**src/rtl/rtc_bus_pkg.sv**
```systemverilog
// Shared types and constants for the multiplexed address/data RTC bus engine.
// Holds the FSM state encoding, the pin bundle and the RTC register map.
package rtc_bus_pkg;

   localparam int RTC_PHASE_CYC = 4;

   // RTC register map (time/date block is contiguous, commands at the top)
   localparam logic [7:0] RTC_ADDR_SEG       = 8'h21;
   localparam logic [7:0] RTC_ADDR_MIN       = 8'h22;
   localparam logic [7:0] RTC_ADDR_HORA      = 8'h23;
   localparam logic [7:0] RTC_ADDR_DIA       = 8'h24;
   localparam logic [7:0] RTC_ADDR_MES       = 8'h25;
   localparam logic [7:0] RTC_ADDR_JAHR      = 8'h26;
   localparam logic [7:0] RTC_ADDR_TIMER     = 8'h41;
   localparam logic [7:0] RTC_CMD_TRANSFER   = 8'hF0;
   localparam logic [7:0] RTC_CMD_UPDATE     = 8'hF1;

   typedef enum logic [2:0] {
      IDLE = 3'd0,
      ADDR = 3'd1,
      GAP1 = 3'd2,
      DATA = 3'd3,
      GAP2 = 3'd4,
      FIN  = 3'd5
   } rtc_state_e;

   typedef struct packed {
      logic a_d;
      logic cs;
      logic rd;
      logic wr;
      logic oe;
   } rtc_pins_t;

   localparam rtc_pins_t RTC_PINS_IDLE = '{a_d: 1'b1, cs: 1'b1, rd: 1'b1, wr: 1'b1, oe: 1'b0};

   // Pin levels for a given state; the address phase also pulses wr low.
   function automatic rtc_pins_t rtc_pins(input rtc_state_e st, input logic wr_burst);
      rtc_pins_t p;
      p = RTC_PINS_IDLE;
      case (st)
         ADDR: begin
            p.a_d = 1'b0;
            p.cs  = 1'b0;
            p.wr  = 1'b0;
            p.oe  = 1'b1;
         end
         DATA: begin
            p.cs = 1'b0;
            if (wr_burst) begin
               p.wr = 1'b0;
               p.oe = 1'b1;
            end else begin
               p.rd = 1'b0;
            end
         end
         default: p = RTC_PINS_IDLE;
      endcase
      return p;
   endfunction

endpackage

```
**src/rtl/rtc_phase_timer.sv**
```systemverilog
// Per-phase down-counter: reload on phase entry, flags the final cycle of the phase.
module rtc_phase_timer #(
   parameter int PHASE_CYC = 4
)(
   input  logic clk,
   input  logic reset,
   input  logic load,
   input  logic en,
   output logic last_cyc
);

   localparam int CW = $clog2(PHASE_CYC);
   localparam logic [CW-1:0] RELOAD = CW'(PHASE_CYC - 1);

   logic [CW-1:0] cnt_reg;

   always_ff @(posedge clk or negedge reset) begin
      if (!reset) begin
         cnt_reg <= '0;
      end else if (load) begin
         cnt_reg <= RELOAD;
      end else if (en && (cnt_reg != '0)) begin
         cnt_reg <= cnt_reg - 1'b1;
      end
   end

   assign last_cyc = en && (cnt_reg == '0);

endmodule

```
**src/rtl/rtc_burst_bus_ctrl.sv**
```systemverilog
// Burst bus-cycle engine for the multiplexed RTC bus: runs 0..NREG register
// reads or writes from one start pulse, with all bus pins registered.
module rtc_burst_bus_ctrl
   import rtc_bus_pkg::*;
#(
   parameter int DW        = 8,
   parameter int NREG      = 10,
   parameter int PHASE_CYC = RTC_PHASE_CYC
)(
   input  logic                       clk,
   input  logic                       reset,
   input  logic                       start,
   input  logic                       rw,
   input  logic                       addr_inc,
   input  logic [DW-1:0]              base_addr,
   input  logic [$clog2(NREG+1)-1:0]  len,
   input  logic [NREG*DW-1:0]         wr_bus,
   input  logic [DW-1:0]              bus_in,
   output logic [DW-1:0]              bus_out,
   output logic                       bus_oe,
   output logic                       a_d,
   output logic                       cs,
   output logic                       rd,
   output logic                       wr,
   output logic [NREG*DW-1:0]         rd_bus,
   output logic                       busy,
   output logic                       done
);

   localparam int LW = $clog2(NREG + 1);

   rtc_state_e        state_reg, state_next;
   logic              rw_reg, inc_reg;
   logic [DW-1:0]     base_reg;
   logic [LW-1:0]     len_reg, beat_reg, beat_next, eff_len;
   logic [NREG*DW-1:0] wdata_reg;
   logic              accept, last_cyc, in_beat, next_in_beat, timer_load;

   rtc_pins_t         pins_reg, pins_next;
   logic [DW-1:0]     bus_out_reg, bus_out_next, addr_next;
   logic              busy_reg, busy_next, done_reg, done_next;

   assign accept       = (state_reg == IDLE) && start;
   assign eff_len      = (len > LW'(NREG)) ? LW'(NREG) : len;
   assign in_beat      = state_reg inside {ADDR, GAP1, DATA, GAP2};
   assign next_in_beat = state_next inside {ADDR, GAP1, DATA, GAP2};
   assign timer_load   = (state_next != state_reg) && next_in_beat;

   rtc_phase_timer #(
      .PHASE_CYC (PHASE_CYC)
   ) u_phase_timer (
      .clk      (clk),
      .reset    (reset),
      .load     (timer_load),
      .en       (in_beat),
      .last_cyc (last_cyc)
   );

   // State register plus the operands latched with an accepted start
   always_ff @(posedge clk or negedge reset) begin
      if (!reset) begin
         state_reg <= IDLE;
         beat_reg  <= '0;
         rw_reg    <= 1'b0;
         inc_reg   <= 1'b0;
         base_reg  <= '0;
         len_reg   <= '0;
         wdata_reg <= '0;
      end else begin
         state_reg <= state_next;
         beat_reg  <= beat_next;
         if (accept) begin
            rw_reg    <= rw;
            inc_reg   <= addr_inc;
            base_reg  <= base_addr;
            len_reg   <= eff_len;
            wdata_reg <= wr_bus;
         end
      end
   end

   always_comb begin
      state_next = state_reg;
      beat_next  = beat_reg;
      case (state_reg)
         IDLE: begin
            beat_next = '0;
            if (start) state_next = (eff_len == '0) ? FIN : ADDR;
         end
         ADDR: if (last_cyc) state_next = GAP1;
         GAP1: if (last_cyc) state_next = DATA;
         DATA: if (last_cyc) state_next = GAP2;
         GAP2: begin
            if (last_cyc) begin
               if (beat_reg == len_reg - 1'b1) begin
                  state_next = FIN;
               end else begin
                  state_next = ADDR;
                  beat_next  = beat_reg + 1'b1;
               end
            end
         end
         FIN: begin
            state_next = IDLE;
            beat_next  = '0;
         end
         default: begin
            state_next = IDLE;
            beat_next  = '0;
         end
      endcase
   end

   // Pins are computed from the upcoming state so the registered outputs line up with it
   always_comb begin
      addr_next    = (state_reg == IDLE) ? base_addr
                   : base_reg + (inc_reg ? DW'(beat_next) : DW'(0));
      pins_next    = rtc_pins(state_next, rw_reg);
      bus_out_next = '0;
      if (state_next == ADDR) begin
         bus_out_next = addr_next;
      end else if ((state_next == DATA) && rw_reg) begin
         bus_out_next = wdata_reg[beat_next*DW +: DW];
      end
      busy_next = next_in_beat;
      done_next = (state_next == FIN);
   end

   always_ff @(posedge clk or negedge reset) begin
      if (!reset) begin
         pins_reg    <= RTC_PINS_IDLE;
         bus_out_reg <= '0;
         busy_reg    <= 1'b0;
         done_reg    <= 1'b0;
      end else begin
         pins_reg    <= pins_next;
         bus_out_reg <= bus_out_next;
         busy_reg    <= busy_next;
         done_reg    <= done_next;
      end
   end

   // Read capture on the final DATA cycle; beats outside the burst hold their value
   for (genvar gi = 0; gi < NREG; gi++) begin : g_rd_beat
      logic [DW-1:0] rd_word_reg;
      always_ff @(posedge clk or negedge reset) begin
         if (!reset) begin
            rd_word_reg <= '0;
         end else if ((state_reg == DATA) && last_cyc && !rw_reg && (beat_reg == LW'(gi))) begin
            rd_word_reg <= bus_in;
         end
      end
      assign rd_bus[gi*DW +: DW] = rd_word_reg;
   end

   assign a_d     = pins_reg.a_d;
   assign cs      = pins_reg.cs;
   assign rd      = pins_reg.rd;
   assign wr      = pins_reg.wr;
   assign bus_oe  = pins_reg.oe;
   assign bus_out = bus_out_reg;
   assign busy    = busy_reg;
   assign done    = done_reg;

   no_pad_contention: assert property (@(posedge clk) disable iff (!reset) !(pins_reg.oe && !pins_reg.rd));

endmodule

```
**config.mk**
```make
export PLATFORM = sky130hd
export DESIGN_NAME = rtc_burst_bus_ctrl
export DESIGN_NICKNAME = d
export VERILOG_FILES = /design/src/rtl/rtc_bus_pkg.sv /design/src/rtl/rtc_phase_timer.sv /design/src/rtl/rtc_burst_bus_ctrl.sv
export SDC_FILE = /design/constraint.sdc
export NUM_CORES = 1
export LEC_CHECK = 0
export BUFFER_PORTS_ARGS = -buffer_cell sky130_fd_sc_hd__buf_2
export CORE_MARGIN = 3
export CORE_UTILIZATION = 25
export CTS_CLUSTER_DIAMETER = 120
export DETAILED_ROUTE_END_ITERATION = 7
export PLACE_DENSITY = 0.53
export SLEW_MARGIN = 20
export SYNTH_ARGS = -nofsm -noshare
export SYNTH_HDL_FRONTEND = slang
export SYNTH_HIERARCHICAL = 1
export SYNTH_SLANG_ARGS = --single-unit
```
**constraint.sdc**
```tcl
create_clock -name clk -period 4.79 [get_ports clk]
set_clock_uncertainty 0.05 [all_clocks]
set_input_delay 0.7185 -clock clk [delete_from_list [all_inputs] [get_ports clk]]
set_output_delay 0.7185 -clock clk [all_outputs]
set_load 0.005 [all_outputs]
```
* Yosys cells after proc, flatten, opt, wreduce, memory -nomap -nowiden
Index checks and enable logic that the tools add are counted.
** Storage, ports and cells
- Bits in registers :: 198
- Input port bits :: 105
- Output and inout port bits :: 95
** Cells by class
- Add/subtract/negate cells :: 4
- Order comparisons :: 1
- Equal/unequal tests :: 20
- Shifts and indexed selects :: 1
- Muxes and demuxes :: 24
- Reductions and logical operators :: 28
** Operators with widths (number)
- $shiftx A80 B8 Y8 :: 1
- $mux W8 :: 3
- $mux W3 :: 7
- $logic_and A1 B1 Y1 :: 17
- $eq A4 B3 Y1 const B :: 4
- $mux W4 :: 4
- $pmux W3 S5 :: 1
- $eq A3 B2 Y1 const B :: 4
- $eq A3 B3 Y1 const B :: 3
- $add A8 B4 Y8 :: 1
- $eq A4 B2 Y1 const B :: 2
- $eq A4 B4 Y1 const B :: 2
- $logic_not A4 Y1 :: 2
- $pmux W4 S2 :: 1
- $reduce_bool A4 Y1 :: 2
- $eq A3 B1 Y1 const B :: 2
- $mux W2 :: 3
- $add A4 B1 Y4 const B :: 1
- $eq A4 B1 Y1 const B :: 1
- $eq A4 B4 Y1 :: 1
- $gt A4 B4 Y1 const B :: 1
- $mux W1 :: 4
- $pmux W2 S2 :: 1
- $reduce_bool A2 Y1 :: 2
- 8 further kinds :: 8

* Logic depth before layout (Yosys ltp)
- Depth in word-level cells :: 10
- Mapped depth :: 24
- Gate-level depth less buffers :: 20

* Hierarchy
Netlist, hierarchy kept.
** By module, submodules not included
- rtc_burst_bus_ctrl :: instances 1, cells an instance 631, area an instance 8734.6 sq um, sequential area each 4909.7 sq um
- rtc_phase_timer :: instances 1, cells an instance 13, area an instance 131.4 sq um, sequential area each 50.0 sq um

* Worst setup path after synthesis
Ideal clock, no wire load.
- Kind :: flip-flop to flip-flop
- From :: reg state_reg[0]
- To :: reg bus_out_reg[6], in the netlist bus_out[6]
- Setup time :: 0.126 ns
- Arrival time :: 3.926 ns
- Data required time :: 4.614 ns
- Setup slack :: 0.688 ns
- Stages on the path, launching flop included :: 25
- Period minus slack after synthesis :: 4.102 ns
- Cells stage by stage :: dfrtp_1 > nor2_1 > and2_1 > clkbuf_1 > nor2_1 > inv_1 > and2_2 > buf_2 > inv_1 > nor3_1 > a221oi_1 > and3_1 > buf_6 > buf_2 > nor2b_1 > ha_1 > inv_1 > fa_1 > nor2b_1 > o21ai_0 > a21oi_1 > xor2_1 > nor2_1 > o32ai_1 > a221o_1
** On the way
- Longest elaborated chain between the ends :: 9
** Ends and longest elaborated chain
- from (decl) :: RTL line rtc_burst_bus_ctrl.sv:32 : rtc_state_e state_reg, state_next;
- from (signal assigned) :: RTL line rtc_burst_bus_ctrl.sv:70 : state_reg <= state_next;
- $eq A3 B1 Y1, or another cell as far along :: RTL line rtc_burst_bus_ctrl.sv:45 : assign in_beat = state_reg inside {ADDR, GAP1, DATA, GAP2};
- $reduce_bool A4 Y1 * :: RTL line rtc_burst_bus_ctrl.sv:45
- via in_beat :: RTL line rtc_burst_bus_ctrl.sv:37 : logic accept, last_cyc, in_beat, next_in_beat, timer_load;
- $logic_and A1 B1 Y1 * :: RTL line rtc_phase_timer.sv:27 : assign last_cyc = en && (cnt_reg == '0);
- via last_cyc :: RTL line rtc_burst_bus_ctrl.sv:37
- $mux W4, or another cell as far along :: RTL line rtc_burst_bus_ctrl.sv:94 : if (last_cyc) begin
- $pmux W4 S2 or $pmux W3 S5 (tied branches) :: RTL line rtc_burst_bus_ctrl.sv:85 : case (state_reg)
- $mux W4 or $eq A3 B2 Y1 (tied branches) :: RTL line rtc_burst_bus_ctrl.sv:117, rtc_burst_bus_ctrl.sv:122
- $add A8 B4 Y8 or $logic_and A1 B1 Y1 (tied branches) :: RTL line rtc_burst_bus_ctrl.sv:117, rtc_burst_bus_ctrl.sv:122
- $mux W8, on equally long branches :: RTL line rtc_burst_bus_ctrl.sv:116, rtc_burst_bus_ctrl.sv:122
- $mux W8 * :: RTL line rtc_burst_bus_ctrl.sv:120 : if (state_next == ADDR) begin
- via bus_out_next[6] :: RTL line rtc_burst_bus_ctrl.sv:40 : logic [DW-1:0] bus_out_reg, bus_out_next, addr_next;
- to (signal assigned) :: RTL line rtc_burst_bus_ctrl.sv:137 : bus_out_reg <= bus_out_next;
- to (decl) :: RTL line rtc_burst_bus_ctrl.sv:40
Mark *: on every way through the listed nets, which the timed path passes. The rest lies on a longest branch.
A chain may end at the register's enable or synchronous reset.

* Worst setup path in the final report
- From :: reg state_reg[1]
- To :: reg bus_out_reg[6], in the netlist bus_out[6]
The elaborated chain is that of the path after synthesis.

==> results.yml <==
route:
  drt_first_pass_iters: 4
  drc_errors: 0
  dr_wl_met2_mm: 10.7
  m1WireLength_mm: 10.6
  routedWlPerCell_um: 18.3
  vias_per_cell: 4.41
  num_vias: 5745
  drt-total-wl_mm: 23.8
  drt.antenna.violating_nets: 0
  routed.top_layer: "met5"
  dr_wl_met3_mm: 2.25
  drt-initial-drc-count: 206
sta:
  rsz0062_at_grt: "false"
  final_hold_viol_count: 0
  fmax_mhz: 240
  tns_ns: 0
  min_period_ns: 4.16
  max_slew.worst_pin.slew_ns: 0.674
  fin_crit_sh_pct: 86.9
  relSlewSlack_pct: 55.1
  drv_slew: 0
  setup_viol: 0
grt:
  grt_max_degree: 127
  grt_pass1_vias: 5929
  grt_usage_pct: 12.6
  antenna_found_initial: 7
  grt_overflow_total: 0
  grt_pass1_wl_mm: 36.7
clock_tree:
  clkTransAtPathRegs_ns: 0.07
  root_buffer: "clkbuf_16"
  ctsResizeCount: 0
  htree_num_levels: 4
  clockBufferDepth: 2
  ctsHoldBuffers: 0
  numCtsBuffers: 17
  cts.sink_count: 198
  cts_tree: "built"
  post-cts-setup-buffer-count: 0
  clkLatencyLatePin_ns: 0.44
worst_setup_path:
  crit_chain: "nor2_1 -> and2_1 -> nor2_1 -> inv_1 -> and2_2 -> inv_1 -> nor3_1 -> a221oi_1 -> and3_2 -> nor2b_1 -> ha_1 -> inv_1 -> fa_1 -> nor2b_1 -> o21ai_0 -> a21oi_1 -> xor2_1 -> nor2_1 -> o32ai_1 -> a221o_1"
  reg2reg_depth: 20
  r2r_slack_ns: 0.63
  r2r_start: "state_reg[1]$_DFF_PN0_"
  worstReg2RegEnd: "bus_out[6]$_DFF_PN0_"
  crit_type: "flop to flop"
  cpMaxStageDelayCell: "dfrtp_1"
  critPathCaptureType: "flop"
  endpoint: "bus_out[6]$_DFF_PN0_"
  slowest_delay_ns: 0.46
  required_ns: 5.12
  cp.arrival_ns: 4.50
  startpoint: "state_reg[1]$_DFF_PN0_"
  crit_fanout: 11
  cp-start-kind: "flop"
floorplan:
  die-area_um2: 37800
  core-area_um2: 34700
  pin_count: 200
  die_y_um: 194
  start_util_pct: 25.5
  rows: 68
  die-width_um: 194
power:
  cellPowerDensity_nw_per_um2: 310
  ir_drop_uv: 261
  p_leak_nw: 5.60
placed_design:
  numPortBuffers: 199
  place_area_um2: 10300
  dpl.hpwl_mm: 17.3
  gp_congestion: 0.804
layout:
  syn_to_final_growth_pct: 23.4
  design_area_um2: 10900
  drive_gt1_share_pct: 50.6
  nets: 951
synth:
  ys.flop_type: "dfrtp_1"
  synth_edf_count: 0
  synth.distinct_cells: 59
  postSynthNetCount: 760
  synthXorXnorAreaFrac_pct: 1.33
  synth_top_family_by_area: "multiplexers"
  synth_fa_ha_area_share_pct: 1.64
  synth_area_um2: 8870
  synth_top_area_share_pct: 54.8
  async_reset_ff_share_pct: 100
  synth_mux_area_share_pct: 28.1
  syn_inst: 644
  syn_area_per_cell_um2: 13.8
  synthSimpleGateAreaFrac_pct: 5.38
  synth.area.top_cells: "dfrtp_1 55%, mux2_2 21%, mux2i_1 6.8%, ha_1 1.4%, dfstp_2 1.2%"
  synth_seq_area_share_pct: 55.9
  synth_compound_area_share_pct: 4.54
  yosys_warnings: 6
  yosysTopAreaCell: "dfrtp_1"
  ys_ff_latch: 198
run:
  drv_cap: 0
worst_hold_path:
  hold_path.class: "input pin to async pin"
status:
  status: "completed"
-- stage by stage --
step                worst slack (ns)  power, W  hold slack, ns  instances  util [%]
detailed placement             0.678   0.00193           0.437       1270      29.7
CTS                            0.661   0.00345           0.424       1302      31.4
global placement               0.839   0.00193           0.432       1270      29.7
floorplan                      0.688   0.00179           0.373        644         -
finish                         0.626   0.00339           0.148       1304      31.5
global route                   0.317   0.00354           0.162       1303      31.5
-- cell type report --
class | instances | area (um^2)
inverter | 22 | 82.6
clock inverter | 12 | 141
timing repair buffer | 207 | 1090
clock buffer | 20 | 457
multi-input combinational | 389 | 3640
sequential | 198 | 4960
tap | 455 | 569
fill | 3547 | 23800
antenna | 1 | 2.50
-- cell usage after synthesis (all sizes together) (9+ instances only) --
cell and n:
a21oi 9, buf 21, clkbuf 14, dfrtp 194, ha 10, inv 22
mux2 168, mux2i 60, nand2 26, nor2 17, nor3 11, o21ai 9
-- cells by family after synthesis --
| kind of cell | count (synthesis) |
|---|---|
| muxes | 228 |
| DFF | 198 |
| and+or+nand+nor | 86 |
| buffers and inverters | 57 |
| AOI/OAI and AO/OA | 53 |
| xor gates and xnor gates | 11 |
| adders and majority gates | 11 |
-- where the power goes --
group	total, W	switching [W]	internal (W)
registers	0.00172	0.0000174	0.00170
clock network	0.00149	0.000686	0.000808
logic	0.000172	0.0000900	0.0000818
-- routing by layer --
| metal | track usage, % | up-vias |
|---|---|---|
| met5 | 0 | - |
| met4 | 3.03 | 12 |
| met3 | 5.67 | 27 |
| met2 | 19.2 | 186 |
| met1 | 16.5 | 2826 |
| li1 | - | 2694 |
-- worst min-delay path by stage --
stage | startpoint | end
3_5_place_dp | g_rd_beat[9].rd_word_reg[1]$_DFFE_PN0P_ | g_rd_beat[9].rd_word_reg[1]$_DFFE_PN0P_
6_report | reset | g_rd_beat[3].rd_word_reg[3]$_DFFE_PN0P_
3_3_place_gp | g_rd_beat[1].rd_word_reg[0]$_DFFE_PN0P_ | g_rd_beat[1].rd_word_reg[0]$_DFFE_PN0P_
5_1_grt | reset | g_rd_beat[3].rd_word_reg[3]$_DFFE_PN0P_
4_1_cts | wr_bus[15] | wdata_reg[15]$_DFFE_PN0P_
2_1_floorplan | reset | base_reg[0]$_DFFE_PN0P_
-- placed cells by master (no fill, tap or decap), types with 3 or more instances in the layout --
cell	instances
buf_2	198
dfrtp_1	194
mux2_2	168
mux2i_1	60
inv_1	22
nand2_1	22
clkbuf_16	17
nor2_1	16
ha_1	10
o21ai_0	9
nor3_1	9
a21oi_1	9
a221o_1	8
buf_4	7
nor2b_1	6
xnor2_1	5
nand3_1	5
o22ai_1	5
xor2_1	4
nand2_2	4
dfstp_2	4
and2_1	3
o211ai_1	3
o32ai_1	3
inv_6	3
clkinv_4	3
-- worst max-delay path: cells and delay by family (launching register included) --
family                   cells  cell delay (ns)
AND/OR/NAND/NOR              9             1.77
AO/OA/AOI/OAI                5             0.82
adder cells (fa/ha/maj)      2             0.56
flip-flops                   1             0.46
buffers and inverters        3             0.29
XOR/XNOR                     1             0.17
No activity file was read; power rests on OpenSTA's default activity.
